`src/rtl/riscv_pkg.sv`:
```
// Shared fetch-stage constants: default reset PC, bubble instruction,
// FSM state encoding and a saturating-increment helper for the counters.
package riscv_pkg;

   localparam logic [31:0] RESET_PC  = 32'h0000_0000;
   localparam logic [31:0] NOP_INSTR = 32'h0000_0013;   // addi x0,x0,0

   localparam logic [1:0] ST_BOOT = 2'd0;
   localparam logic [1:0] ST_RUN  = 2'd1;
   localparam logic [1:0] ST_WAIT = 2'd2;

   localparam logic [31:0] CNT_MAX = 32'hFFFF_FFFF;

   // Increment that sticks at all-ones instead of wrapping.
   function automatic logic [31:0] sat_inc(input logic [31:0] v);
      return (v == CNT_MAX) ? v : v + 32'd1;
   endfunction

endpackage

```
`src/rtl/if_id_reg.sv`:
```
// IF/ID pipeline register: bubble beats stall beats capture. A bubble loads
// the NOP and clears valid but keeps the last PC pair for debug visibility.
module if_id_reg import riscv_pkg::*; #(
   parameter logic [31:0] NOP_INSTR = riscv_pkg::NOP_INSTR
) (
   input  logic        clk,
   input  logic        i_rst_n,
   input  logic        i_bubble,     // redirect or explicit flush
   input  logic        i_stall,      // hold everything
   input  logic        i_wait,       // memory not ready, InstrF invalid
   input  logic        i_active,     // fetch FSM past its boot cycle
   input  logic [31:0] i_instr,
   input  logic [31:0] i_pc,
   output logic [31:0] o_instr,
   output logic [31:0] o_pc,
   output logic [31:0] o_pc_plus4,
   output logic        o_valid,
   output logic        o_capture     // a real instruction is loaded this cycle
);

   logic [31:0] r_instr;
   logic [31:0] r_pc;
   logic [31:0] r_pc_plus4;
   logic        r_valid;

   // Capture qualifies only when nothing with higher priority applies.
   assign o_capture = i_active & ~i_bubble & ~i_stall & ~i_wait;

   // Register update in priority order: bubble, stall, wait-bubble, capture.
   always_ff @(posedge clk or negedge i_rst_n) begin
      if (!i_rst_n) begin
         r_instr    <= NOP_INSTR;
         r_pc       <= 32'd0;
         r_pc_plus4 <= 32'd0;
         r_valid    <= 1'b0;
      end else if (i_bubble) begin
         r_instr <= NOP_INSTR;
         r_valid <= 1'b0;
      end else if (i_stall) begin
         r_valid <= r_valid;
      end else if (i_wait) begin
         r_instr <= NOP_INSTR;
         r_valid <= 1'b0;
      end else if (i_active) begin
         r_instr    <= i_instr;
         r_pc       <= i_pc;
         r_pc_plus4 <= i_pc + 32'd4;
         r_valid    <= 1'b1;
      end
   end

   assign o_instr    = r_instr;
   assign o_pc       = r_pc;
   assign o_pc_plus4 = r_pc_plus4;
   assign o_valid    = r_valid;

endmodule

```
`src/rtl/fetch_stage.sv`:
```
// Instruction fetch stage: PC generation, BOOT/RUN/WAIT sequencing around a
// slow instruction memory, sticky misalignment flag and saturating counters.
// The IF/ID register itself lives in if_id_reg.
module fetch_stage import riscv_pkg::*; #(
   parameter logic [31:0] RESET_PC  = riscv_pkg::RESET_PC,
   parameter logic [31:0] NOP_INSTR = riscv_pkg::NOP_INSTR
) (
   input  logic        clk,
   input  logic        rst,
   input  logic        PCSrcE,
   input  logic [31:0] PCTargetE,
   input  logic        StallF,
   input  logic        StallD,
   input  logic        FlushD,
   input  logic [31:0] InstrF,
   input  logic        mem_waitrequest,
   output logic [31:0] PCF,
   output logic [31:0] InstrD,
   output logic [31:0] PCD,
   output logic [31:0] PCPlus4D,
   output logic        ValidD,
   output logic        misalign_err,
   output logic [31:0] fetch_cnt,
   output logic [31:0] wait_cnt
);

   logic [1:0]  r_state;
   logic [1:0]  w_state_next;
   logic [31:0] r_pc;
   logic [31:0] w_pc_next;
   logic [31:0] r_fetch_cnt;
   logic [31:0] r_wait_cnt;
   logic        r_misalign;
   logic        w_active;
   logic        w_redirect;
   logic        w_capture;

   // The boot cycle ignores every request; afterwards a redirect always wins.
   assign w_active   = (r_state != ST_BOOT);
   assign w_redirect = w_active & PCSrcE;

   // Next state: a redirect lands in RUN even if memory is still busy.
   always_comb begin
      w_state_next = r_state;
      case (r_state)
         ST_BOOT:          w_state_next = ST_RUN;
         ST_RUN, ST_WAIT:  w_state_next = (!PCSrcE && mem_waitrequest) ? ST_WAIT : ST_RUN;
         default:          w_state_next = ST_BOOT;
      endcase
   end

   // Next PC: redirect (word-aligned), else advance when the fetch completed.
   always_comb begin
      w_pc_next = r_pc;
      if (w_redirect)
         w_pc_next = {PCTargetE[31:2], 2'b00};
      else if (w_active && !StallF && !mem_waitrequest)
         w_pc_next = r_pc + 32'd4;
   end

   // State, PC, sticky error flag and the two saturating counters.
   always_ff @(posedge clk or negedge rst) begin
      if (!rst) begin
         r_state     <= ST_BOOT;
         r_pc        <= RESET_PC;
         r_misalign  <= 1'b0;
         r_fetch_cnt <= 32'd0;
         r_wait_cnt  <= 32'd0;
      end else begin
         r_state <= w_state_next;
         r_pc    <= w_pc_next;
         if (w_redirect && (PCTargetE[1:0] != 2'b00))
            r_misalign <= 1'b1;
         if (w_capture)
            r_fetch_cnt <= sat_inc(r_fetch_cnt);
         if (w_active && mem_waitrequest)
            r_wait_cnt <= sat_inc(r_wait_cnt);
      end
   end

   if_id_reg #(
      .NOP_INSTR (NOP_INSTR)
   ) u_if_id (
      .clk        (clk),
      .i_rst_n    (rst),
      .i_bubble   (PCSrcE | FlushD),
      .i_stall    (StallD),
      .i_wait     (mem_waitrequest),
      .i_active   (w_active),
      .i_instr    (InstrF),
      .i_pc       (r_pc),
      .o_instr    (InstrD),
      .o_pc       (PCD),
      .o_pc_plus4 (PCPlus4D),
      .o_valid    (ValidD),
      .o_capture  (w_capture)
   );

   assign PCF          = r_pc;
   assign misalign_err = r_misalign;
   assign fetch_cnt    = r_fetch_cnt;
   assign wait_cnt     = r_wait_cnt;

endmodule

```
`config.mk`:
```
export PLATFORM = sky130hd
export DESIGN_NAME = fetch_stage
export DESIGN_NICKNAME = d
export VERILOG_FILES = /design/src/rtl/riscv_pkg.sv /design/src/rtl/if_id_reg.sv /design/src/rtl/fetch_stage.sv
export SDC_FILE = /design/constraint.sdc
export NUM_CORES = 1
export LEC_CHECK = 0
export ABC_AREA = 1
export CAP_MARGIN = 20
export CORE_MARGIN = 2
export CORE_UTILIZATION = 50
export CTS_CLUSTER_SIZE = 20
export DETAILED_ROUTE_END_ITERATION = 10
export PLACE_DENSITY_LB_ADDON = 0.25
export SLEW_MARGIN = 20
export SYNTH_ARGS = -nofsm -noshare
export SYNTH_HDL_FRONTEND = slang
export SYNTH_SLANG_ARGS = --single-unit
```
`constraint.sdc`:
```
create_clock -name clk -period 5.55 [get_ports clk]
set_clock_uncertainty 0.05 [all_clocks]
set_input_delay 0.8325 -clock clk [delete_from_list [all_inputs] [get_ports clk]]
set_output_delay 0.8325 -clock clk [all_outputs]
set_load 0.02 [all_outputs]
```
==> summary.txt, run 1 <==
Synth
  – Multiplexer share of the synthesized area: 0%
  – Simple-Gate Fraction of Synth Area: 33.8%
  – Sequential share of the synthesized area: 47.7%
  – Mean Syn Cell Area: 7.25 um2
  – Post-synthesis compound-gate area fraction: 7.36%
  – Post-synthesis xor/xnor area fraction: 3.51%
  – Largest family of logic cells by synthesized area: simple AND/OR/NAND/NOR gates
  – Synth Instances: 1377
  – Mapped Area: 0.00998 mm2
  – Post-Synth Adder-Cell Area: 0.627%
  – Register bit total from synthesis: 190
  – Yosys cell types: 30
  – YS warnings: 0

Power and ir drop
  – Internal power: 3.32 mW
  – Power density over the cells: 411 mW/mm2
  – Switching power: 2.16 mW
  – Clock power share: 23.1%
  – Sequential Power Share: 38.0%
  – Max VDD drop: 0.306 mV
  – P_leak: 6.13 nW
  – Combinational Power Share: 38.9%
  – Sw frac: 39.5%

Timing
  – Final Slew Violations: 0
  – Fin crit period: 2820 ps
  – Setup TNS: 0 ps
  – Min setup slack post-route: 2730 ps
  – Hold Vio Cnt, Final: 0
  – Worst slew pin tran: 936 ps
  – Slew HR: 37.5%
  – Period utilization: 50.8%
  – Fmax: 0.355 GHz
  – RSZ-0062 raised after global routing: false
  – Final setup fails: 0

Layout
  – # fillers: 1647
  – Most frequent cells in the layout: nand2_1, clkdlybuf4s50_1, dfrtp_1
  – Nets: 1698
  – Share of cells above drive strength 1: 3.79%
  – # diodes: 0
  – Commonest non-fill, non-tap cell in the layout: nand2_1
  – Area Overhead vs Synth: 33.6%

Die
  – Core region area: 0.0195 mm2
  – Die height: 145 um
  – Io pins: 265
  – Die width: 145 um
  – Initial Util: 51.1%
  – Row Count: 51
  – Die area: 0.0211 mm2

Detailed routing
  – Via count: 9679
  – Drt first pass iters: 7
  – Post-DRT Antenna Nets: 0
  – Initial drt markers: 710
  – Drt drc: 0
  – Vias per inst: 5.10
  – Final WL: 28800 um
  – WL per Instance: 15.1 um

Global routing
  – Initial antenna violation count: 1
  – Largest net degree at the start of global routing: 99
  – Vias in the first global route: 9238
  – First-pass GRT wire length: 46500 um
  – Tot GR Track Use: 27.2%
  – Total gr overflow: 0

Worst setup path
  – Crit-path max FO: 29
  – Crit Path Class: input pin to flop
  – Worst setup EP type: flop
  – CP Data Required Time: 5820 ps
  – CP Launch Type: input pin
  – WP data arrival: 3090 ps

Worst hold path
  – Min-delay worst type: input pin to async pin

Place
  – Place WS: 2310 ps
  – RePlAce Congestion: 0.919
  – IO buf count: 258
  – Placed wire-length estimate: 20800 um

CTS
  – CTS buffer count: 17
  – Clock root buffer: clkbuf_16
  – Clock insertion delay at the later pin of the skew report: 440 ps
  – CTS Sinks: 190
  – Setup Buffers After CTS: 0
  – H-tree depth: 4
  – CTS tree: built
  – CTS max path bufs: 2
  – Post-CTS sizing: 0
  – CTS Hold Buffers Added: 0
  – Worst-path clk slew: 70 ps

Flow run
  – MaxCap Viol Count: 0

Outcome
  – Status: completed
-- layer usage --
layer | up-vias | share of wire, % | wire length (um) | GRT usage, %
li1 | 4745 | - | - | -
met1 | 4511 | 41 | 11800 | 34.3
met2 | 357 | 49 | 14000 | 45.6
met3 | 66 | 6.8 | 1960 | 5.88
met4 | 0 | 3.7 | 1060 | 11.5
met5 | - | 0 | 0 | 0
-- metrics by stage --
step / std cells / area [um2] / utilization (%) / total power [mW] / hold slack (ps)
6_report: 1899 / 13300 / 68.3 / 5.48 / 383
5_1_grt: 1899 / 13300 / 68.3 / 5.79 / 443
4_1_cts: 1899 / 13300 / 68.3 / 5.50 / 415
3_5_place_dp: 1868 / 12700 / 65.2 / 4.22 / 417
3_3_place_gp: 1868 / 12700 / 65.2 / 4.18 / 404
2_1_floorplan: 1382 / 10000 / - / 3.16 / 487
-- cells in the mapped netlist, drive strengths merged --
master / n / area [um2]
nand2: 634 / 2410
dfrtp: 187 / 4680
nor2: 157 / 624
inv: 122 / 458
o21ai: 71 / 355
nand3: 62 / 310
a22o: 29 / 254
xor2: 25 / 219
buf: 22 / 160
clkbuf: 21 / 78.8
xnor2: 15 / 131
ha: 5 / 62.6
nand4: 5 / 31.3
a21oi: 4 / 20.0
o21bai: 4 / 30.0
o22ai: 4 / 25.0
dfstp: 3 / 78.8
o22a: 3 / 26.3
conb: 1 / 3.75
o211ai: 1 / 7.51
o21a: 1 / 7.51
o221ai: 1 / 8.76
-- layout make-up --
cell class | instances | area, um2 | area share (%)
Sequential cell | 190 | 4760 | 35.7
Multi-Input combinational cell | 1027 | 4550 | 34.1
Clock buffer | 17 | 425 | 3.19
Timing Repair Buffer | 264 | 2630 | 19.7
Tap cell | 265 | 332 | 2.49
Inverter | 122 | 458 | 3.44
Clock inverter | 14 | 175 | 1.31
-- worst max-delay path, stage by stage --
cell and delay [ps]:
clkdlybuf4s50_1 550, inv_1 100, nor2_2 100, buf_4 330, inv_2 110, nand2_1 700, inv_1 170, nand2_1 110
o211ai_1 80
-- sequential cells by signal, summed over array words and instances, names as in the netlist --
name / count
PCF: 30
fetch_cnt: 32
misalign_err: 1
r_state: 2
u_if_id.o_instr: 32
u_if_id.o_pc: 30
u_if_id.o_pc_plus4: 30
u_if_id.o_valid: 1
wait_cnt: 32
-- logic make-up after synthesis --
group	after synthesis
AOI/OAI and AO/OA	118
other	1
DFF	190
and+or+nand+nor	858
buffers and inverters	165
adders and majority gates	5
xor gates and xnor gates	40
-- final timing paths --
path	endpoint	slack [ps]	start	depth (start not counted)
worst max-delay path	PCF[7]$_DFFE_PN0P_	2730	PCSrcE	9
worst min-delay path	wait_cnt[9]$_DFFE_PN0P_	380	rst	1
worst max register to register	PCF[7]$_DFFE_PN0P_	3070	r_state[0]$_DFF_PN0_	9
worst min register to register	u_if_id.o_valid$_DFFE_PN0P_	440	u_if_id.o_valid$_DFFE_PN0P_	2
max in group asynchronous	PCF[16]$_DFFE_PN0P_	3880	rst	2
min in group clk	u_if_id.o_valid$_DFFE_PN0P_	440	u_if_id.o_valid$_DFFE_PN0P_	2
-- power groups by stage --
stage | Clock [mW] | Combinational [mW] | Sequential, mW
6_report | 1.27 | 2.13 | 2.08
2_1_floorplan | 0 | 0.714 | 2.44
4_1_cts | 1.28 | 2.14 | 2.08
5_1_grt | 1.34 | 2.32 | 2.13
3_5_place_dp | 0 | 2.13 | 2.09
3_3_place_gp | 0 | 2.09 | 2.09
Power figures use the tool's default switching activity.
==> run 2, diff against run 1 <==
Settings changed: CORE_UTILIZATION 50 to 45.
Clock period 5.55 ns to 2.4 ns, I/O delays scaled along.
==> run 2 against run 1 <==
Net effect:
- count of clock-buffer cells in the layout grew 1
- cell count grew 1.5%
- first-iteration DRC count decreased by 23%
- sequential power increased by 130%
- critical endpoint is now u_if_id.o_pc_plus4[16]$_DFFE_PN0P_
- largest cell class unchanged
- largest power group unchanged
==> summary.txt, run 2 (synthesis gave the netlist of run 1 again) <==
Power and ir drop
  – Combinational Power Share: 39.6% (+0.7 points)
  – Sw frac: 39.7% (+0.18 points)
  – Clock power share: 22.4% (-0.7 points)
  – Internal power: 7.61 mW (+130%)
  – Sequential Power Share: 38.0% (about the same)
  – Max VDD drop: 0.734 mV (+140%)
  – Power density over the cells: 937 mW/mm2 (+130%)
  – P_leak: 6.20 nW (+1.2%)
  – Switching power: 5.01 mW (+130%)

Die
  – Die height: 153 um (+5.3%)
  – Die area: 0.0234 mm2 (+11%)
  – Initial Util: 45.7% (-5.4 points)
  – Die width: 153 um (+5.3%)
  – Core region area: 0.0218 mm2 (+12%)
  – Io pins: 265 (unchanged)
  – Row Count: 54 (+5.9%)

Timing
  – Period utilization: 88.1%
  – Worst slew pin tran: 525 ps (-411 ps)
  – Final setup fails: 0 (unchanged)
  – Fmax: 0.473 GHz
  – RSZ-0062 raised after global routing: false
  – Hold Vio Cnt, Final: 0 (unchanged)
  – Setup TNS: 0 ps (unchanged)
  – Min setup slack post-route: 284 ps (-2450 ps)
  – Final Slew Violations: 0 (unchanged)
  – Slew HR: 64.9% (+27 points)
  – Fin crit period: 2120 ps

Place
  – DP Area: 0.0129 mm2 (+1.2%)
  – Place WS: 187 ps (-2130 ps)
  – IO buf count: 258 (unchanged)
  – Placed wire-length estimate: 21500 um (+3.1%)
  – RePlAce Congestion: 0.925 (+0.67%)

Global routing
  – Vias in the first global route: 9214 (-0.26%)
  – Largest net degree at the start of global routing: 73 (-26%)
  – Total gr overflow: 0 (unchanged)
  – Tot GR Track Use: 24.9% (-2.4 points)
  – First-pass GRT wire length: 47200 um (+1.5%)
  – Initial antenna violation count: 1 (unchanged)

Detailed routing
  – Post-DRT Antenna Nets: 0 (unchanged)
  – Via count: 9562 (-1.2%)
  – Initial drt markers: 545 (-23%)
  – Vias per inst: 4.96 (-2.7%)
  – Drt drc: 0 (unchanged)
  – Drt first pass iters: 5 (-2)
  – WL per Instance: 15.1 um (-0.46%)
  – Final WL: 29100 um (+1.1%)

Layout
  – Share of cells above drive strength 1: 4.43% (+0.64 points)
  – Final Cell Area: 0.0135 mm2 (+1.0%)
  – Area Overhead vs Synth: 35.0%
  – # diodes: 0 (unchanged)
  – Commonest non-fill, non-tap cell in the layout: nand2_1
  – Most frequent cells in the layout: nand2_1, clkdlybuf4s50_1, dfrtp_1
  – Nets: 1712 (+0.82%)

CTS
  – Clock insertion delay at the later pin of the skew report: 430 ps (about the same)
  – CTS tree: built
  – Clock root buffer: clkbuf_16
  – CTS Hold Buffers Added: 1 (+1)
  – CTS Sinks: 190 (unchanged)
  – CTS buffer count: 17 (unchanged)
  – H-tree depth: 4 (unchanged)
  – Worst-path clk slew: 70 ps (about the same)
  – Post-CTS sizing: 0 (unchanged)
  – CTS max path bufs: 2 (unchanged)
  – Setup Buffers After CTS: 0 (unchanged)

Worst setup path
  – Crit path from: PCF[2]$_DFFE_PN0P_
  – Crit-path most repeated cell: nand2_1
  – R2R Setup Slk: 280 ps (-2790 ps)
  – Slowest stage delay, CP: 440 ps (-260 ps)
  – Worst R2R Start: PCF[2]$_DFFE_PN0P_
  – CP Data Required Time: 2720 ps (-3100 ps)
  – Crit-path slowest cell: dfrtp_1
  – Worst Setup EP: u_if_id.o_pc_plus4[16]$_DFFE_PN0P_
  – CP Launch Type: flop
  – Worst setup EP type: flop
  – Crit Path Class: flop to flop
  – R2R depth: 8 (-1)
  – Worst R2R End: u_if_id.o_pc_plus4[16]$_DFFE_PN0P_
  – Crit-path max FO: 5 (-83%)
  – Crit path cell chain: ha_1 > nand2_1 > nor2_1 > nand2_1 > nor2_1 > xor2_1 > nand2_1 > nand2_1
  – WP data arrival: 2440 ps (-650 ps)

Flow run
  – MaxCap Viol Count: 0 (unchanged)

Outcome
  – Status: completed

Worst hold path
  – Min-delay worst type: input pin to async pin
## run 2: worst max-delay path, delay by kind of cell (launching register included)
family,cells,cell delay (ps)
flip-flops,1,440
adder cells (fa/ha/maj),1,220
XOR/XNOR,1,330
AND/OR/NAND/NOR,6,1020
## run 2: worst min path at each step
| stage | endpoint | from | slack [ps] |
|---|---|---|---|
| 6_report | wait_cnt[7]$_DFFE_PN0P_ | rst | 400 |
| 5_1_grt | wait_cnt[7]$_DFFE_PN0P_ | rst | 430 |
| 4_1_cts | wait_cnt[7]$_DFFE_PN0P_ | rst | 420 |
| 3_5_place_dp | wait_cnt[7]$_DFFE_PN0P_ | rst | 320 |
| 3_3_place_gp | wait_cnt[13]$_DFFE_PN0P_ | rst | 310 |
| 2_1_floorplan | PCF[10]$_DFFE_PN0P_ | rst | 10 |
## run 2: stage by stage
stage	hold slack, ps	power (mW)	util, %	cells
after global routing	433	13.3	61.7	1928
after floorplan	14.4	7.30	-	1382
after global placement	315	9.77	59.0	1896
after detailed placement	320	9.83	59.0	1896
final	399	12.6	61.7	1928
after CTS	417	12.7	61.7	1928
## run 2: routing by layer
layer | share of wire (%) | routed length (um) | global-route usage [%] | up-vias
met2 | 49 | 14200 | 41.9 | 297
met1 | 42 | 12100 | 31.7 | 4447
li1 | - | - | - | 4765
met3 | 6.5 | 1890 | 5.56 | 53
met4 | 2.7 | 792 | 8.77 | 0
met5 | 0 | 0 | 0 | -
## run 2: final cells by class
cell class	count	area, um2
tap	280	350
timing repair buffer	278	2780
clock inverter	13	148
clock buffer	18	429
sequential	190	4760
multi-input combinational	1027	4550
fill	1953	8360
inverter	122	458
## run 2: power groups by stage
stage / clock network, mW / registers [mW] / logic (mW)
global route: 3.02 / 4.91 / 5.41
detailed placement: 0 / 4.82 / 5.01
floorplan: 0 / 5.65 / 1.65
CTS: 2.88 / 4.79 / 5.03
finish: 2.83 / 4.80 / 4.99
global placement: 0 / 4.83 / 4.94
==> run 3, diff against run 2 <==
Settings changed: CELL_PAD_IN_SITES_DETAIL_PLACEMENT set to 1, CELL_PAD_IN_SITES_GLOBAL_PLACEMENT set to 2, CORE_UTILIZATION 45 to 24.
==> run 3 against run 2 <==
Net effect:
- utilization decreased by 28 points
- cell area up 3.5%
- sequential power barely moved
- setup slack got worse by 3.5 ps
- sequential share of layout area shrank 1.2 points
- combinational power increased by 2%
- critical path type unchanged
- critical endpoint is now fetch_cnt[2]$_DFFE_PN0P_
==> summary.txt, run 3 (synthesis gave the netlist of run 1 again) <==
CTS
  – Clock root buffer: clkbuf_16
  – CTS Sinks: 190 (unchanged)
  – CTS max path bufs: 2 (unchanged)
  – CTS buffer count: 17 (unchanged)
  – Setup Buffers After CTS: 0 (unchanged)
  – Clock insertion delay at the later pin of the skew report: 490 ps (+60 ps)
  – H-tree depth: 4 (unchanged)
  – CTS tree: built
  – Worst-path clk slew: 70 ps (about the same)

Place
  – Placed wire-length estimate: 27700 um (+29%)
  – RePlAce Congestion: 0.788 (-15%)
  – IO buf count: 258 (unchanged)

Worst hold path
  – Min-delay worst type: input pin to async pin

Timing
  – Setup TNS: 0 ps (unchanged)
  – Slew HR: 59.2% (-5.7 points)
  – Fmax: 0.472 GHz (-0.16%)
  – Worst slew pin tran: 611 ps (+86.6 ps)
  – Period utilization: 88.3% (+0.14 points)
  – RSZ-0062 raised after global routing: false
  – Final Slew Violations: 0 (unchanged)
  – Final setup fails: 0 (unchanged)
  – Fin crit period: 2120 ps (+3.48 ps)
  – Hold WS: 355 ps (-44.1 ps)
  – Hold Vio Cnt, Final: 0 (unchanged)

Layout
  – Area Overhead vs Synth: 39.6%
  – Most frequent cells in the layout: nand2_1, clkdlybuf4s50_1, dfrtp_1
  – # diodes: 0 (unchanged)
  – Nets: 1727 (+0.88%)
  – Share of cells above drive strength 1: 5.23% (+0.80 points)
  – Commonest non-fill, non-tap cell in the layout: nand2_1

Worst setup path
  – Crit Path Class: flop to flop
  – CP Data Required Time: 2710 ps (about the same)
  – Worst R2R End: fetch_cnt[2]$_DFFE_PN0P_
  – Crit-path max FO: 32 (+27)
  – Worst R2R Start: fetch_cnt[1]$_DFFE_PN0P_
  – CP Launch Type: flop
  – R2R depth: 9 (+1)
  – WP data arrival: 2430 ps (about the same)
  – R2R Setup Slk: 280 ps (about the same)
  – Worst setup EP type: flop

Global routing
  – Tot GR Track Use: 17.7% (-7.2 points)
  – Initial antenna violation count: 1 (unchanged)
  – First-pass GRT wire length: 59100 um (+25%)
  – Largest net degree at the start of global routing: 69 (-5.5%)
  – Total gr overflow: 0 (unchanged)
  – Vias in the first global route: 10235 (+11%)

Detailed routing
  – Final WL: 37100 um (+28%)
  – Post-DRT Antenna Nets: 0 (unchanged)
  – WL per Instance: 16.9 um (+12%)
  – Vias per inst: 4.41 (-11%)
  – Via count: 9678 (+1.2%)
  – Drt first pass iters: 5 (unchanged)
  – Initial drt markers: 322 (-41%)
  – Drt drc: 0 (unchanged)

Die
  – Die width: 208 um (+36%)
  – Initial Util: 24.4% (-21 points)
  – Core region area: 0.0409 mm2 (+88%)
  – Row Count: 74 (+37%)
  – Die area: 0.0432 mm2 (+85%)
  – Io pins: 265 (unchanged)
  – Die height: 208 um (+36%)

Power and ir drop
  – Max VDD drop: 0.538 mV (-27%)
  – Power density over the cells: 915 mW/mm2 (-2.3%)
  – P_leak: 6.29 nW (+1.3%)

Flow run
  – MaxCap Viol Count: 0 (unchanged)

Outcome
  – Status: completed
[run 3: cell types whose count changed in the layout (fill, tap and decap cells not counted), sizes merged]
cell / delta
buf: +15
inv: -6
clkbuf: +4
clkinvlp: +2
[run 3: worst max-delay path by stage]
stage / depth (start not counted) / endpoint / startpoint / slack (ps)
detailed placement: 9 / fetch_cnt[2]$_DFFE_PN0P_ / mem_waitrequest / 220
global route: 10 / fetch_cnt[2]$_DFFE_PN0P_ / fetch_cnt[1]$_DFFE_PN0P_ / 70
floorplan: 12 / wait_cnt[0]$_DFFE_PN0P_ / wait_cnt[0]$_DFFE_PN0P_ / 460
finish: 9 / fetch_cnt[2]$_DFFE_PN0P_ / fetch_cnt[1]$_DFFE_PN0P_ / 280
CTS: 1 / PCF[17] / PCF[17]$_DFFE_PN0P_ / 240
global placement: 8 / u_if_id.o_pc_plus4[24]$_DFFE_PN0P_ / PCF[2]$_DFFE_PN0P_ / 290
[run 3: cell type report]
| cell class | instances | area, um2 |
|---|---|---|
| Sequential cell | 190 | 4760 |
| Clock buffer | 22 | 464 |
| Inverter | 122 | 458 |
| Timing Repair Buffer | 293 | 2950 |
| Fill cell | 5022 | 27000 |
| Multi-Input combinational cell | 1027 | 4550 |
| Tap cell | 532 | 666 |
| Clock inverter | 9 | 87.6 |
[run 3: what timing repair did]
action / 4_1_cts / 5_1_grt
resized for setup: 0 / 0
hold buffers: 1 / 0
hold endpoints to repair: 40 / 0
endpoints found under the setup margin: 0 / 0
[run 3: critical path: stages, from the launching register on]
cell and delay (ps):
dfrtp_1 440, ha_1 260, inv_1 90, nor2_2 210, nand2_2 120, nor2_4 160, nand2_2 120, nand2_4 80
buf_4 330, o21ai_0 130
[run 3: per-layer routing]
layer / wire length, um / part of all wire (%) / up-vias / track usage (%)
li1: - / - / 4799 / -
met1: 16800 / 45 / 4675 / 21.8
met2: 17700 / 48 / 169 / 29.5
met3: 1890 / 5.1 / 33 / 5.12
met4: 631 / 1.7 / 2 / 6.19
met5: 13 / 0.035 / - / 0
[run 3: power by group]
| part | total (mW) | switching [mW] | internal (mW) |
|---|---|---|---|
| clock network | 2.85 | 1.38 | 1.48 |
| registers | 4.81 | 0.813 | 4.00 |
| logic | 5.09 | 2.92 | 2.17 |
[run 3: through the flow]
stage / area, um2 / std cells / setup slack, ps / total power, mW / utilization (%)
floorplan: 10000 / 1382 / 463 / 7.30 / -
global route: 13900 / 2195 / 72.0 / 13.7 / 34.1
detailed placement: 13400 / 2163 / 219 / 10.0 / 32.7
CTS: 13900 / 2195 / 241 / 13.0 / 34.1
finish: 13900 / 2195 / 281 / 12.8 / 34.1
global placement: 13400 / 2163 / 288 / 10.0 / 32.7
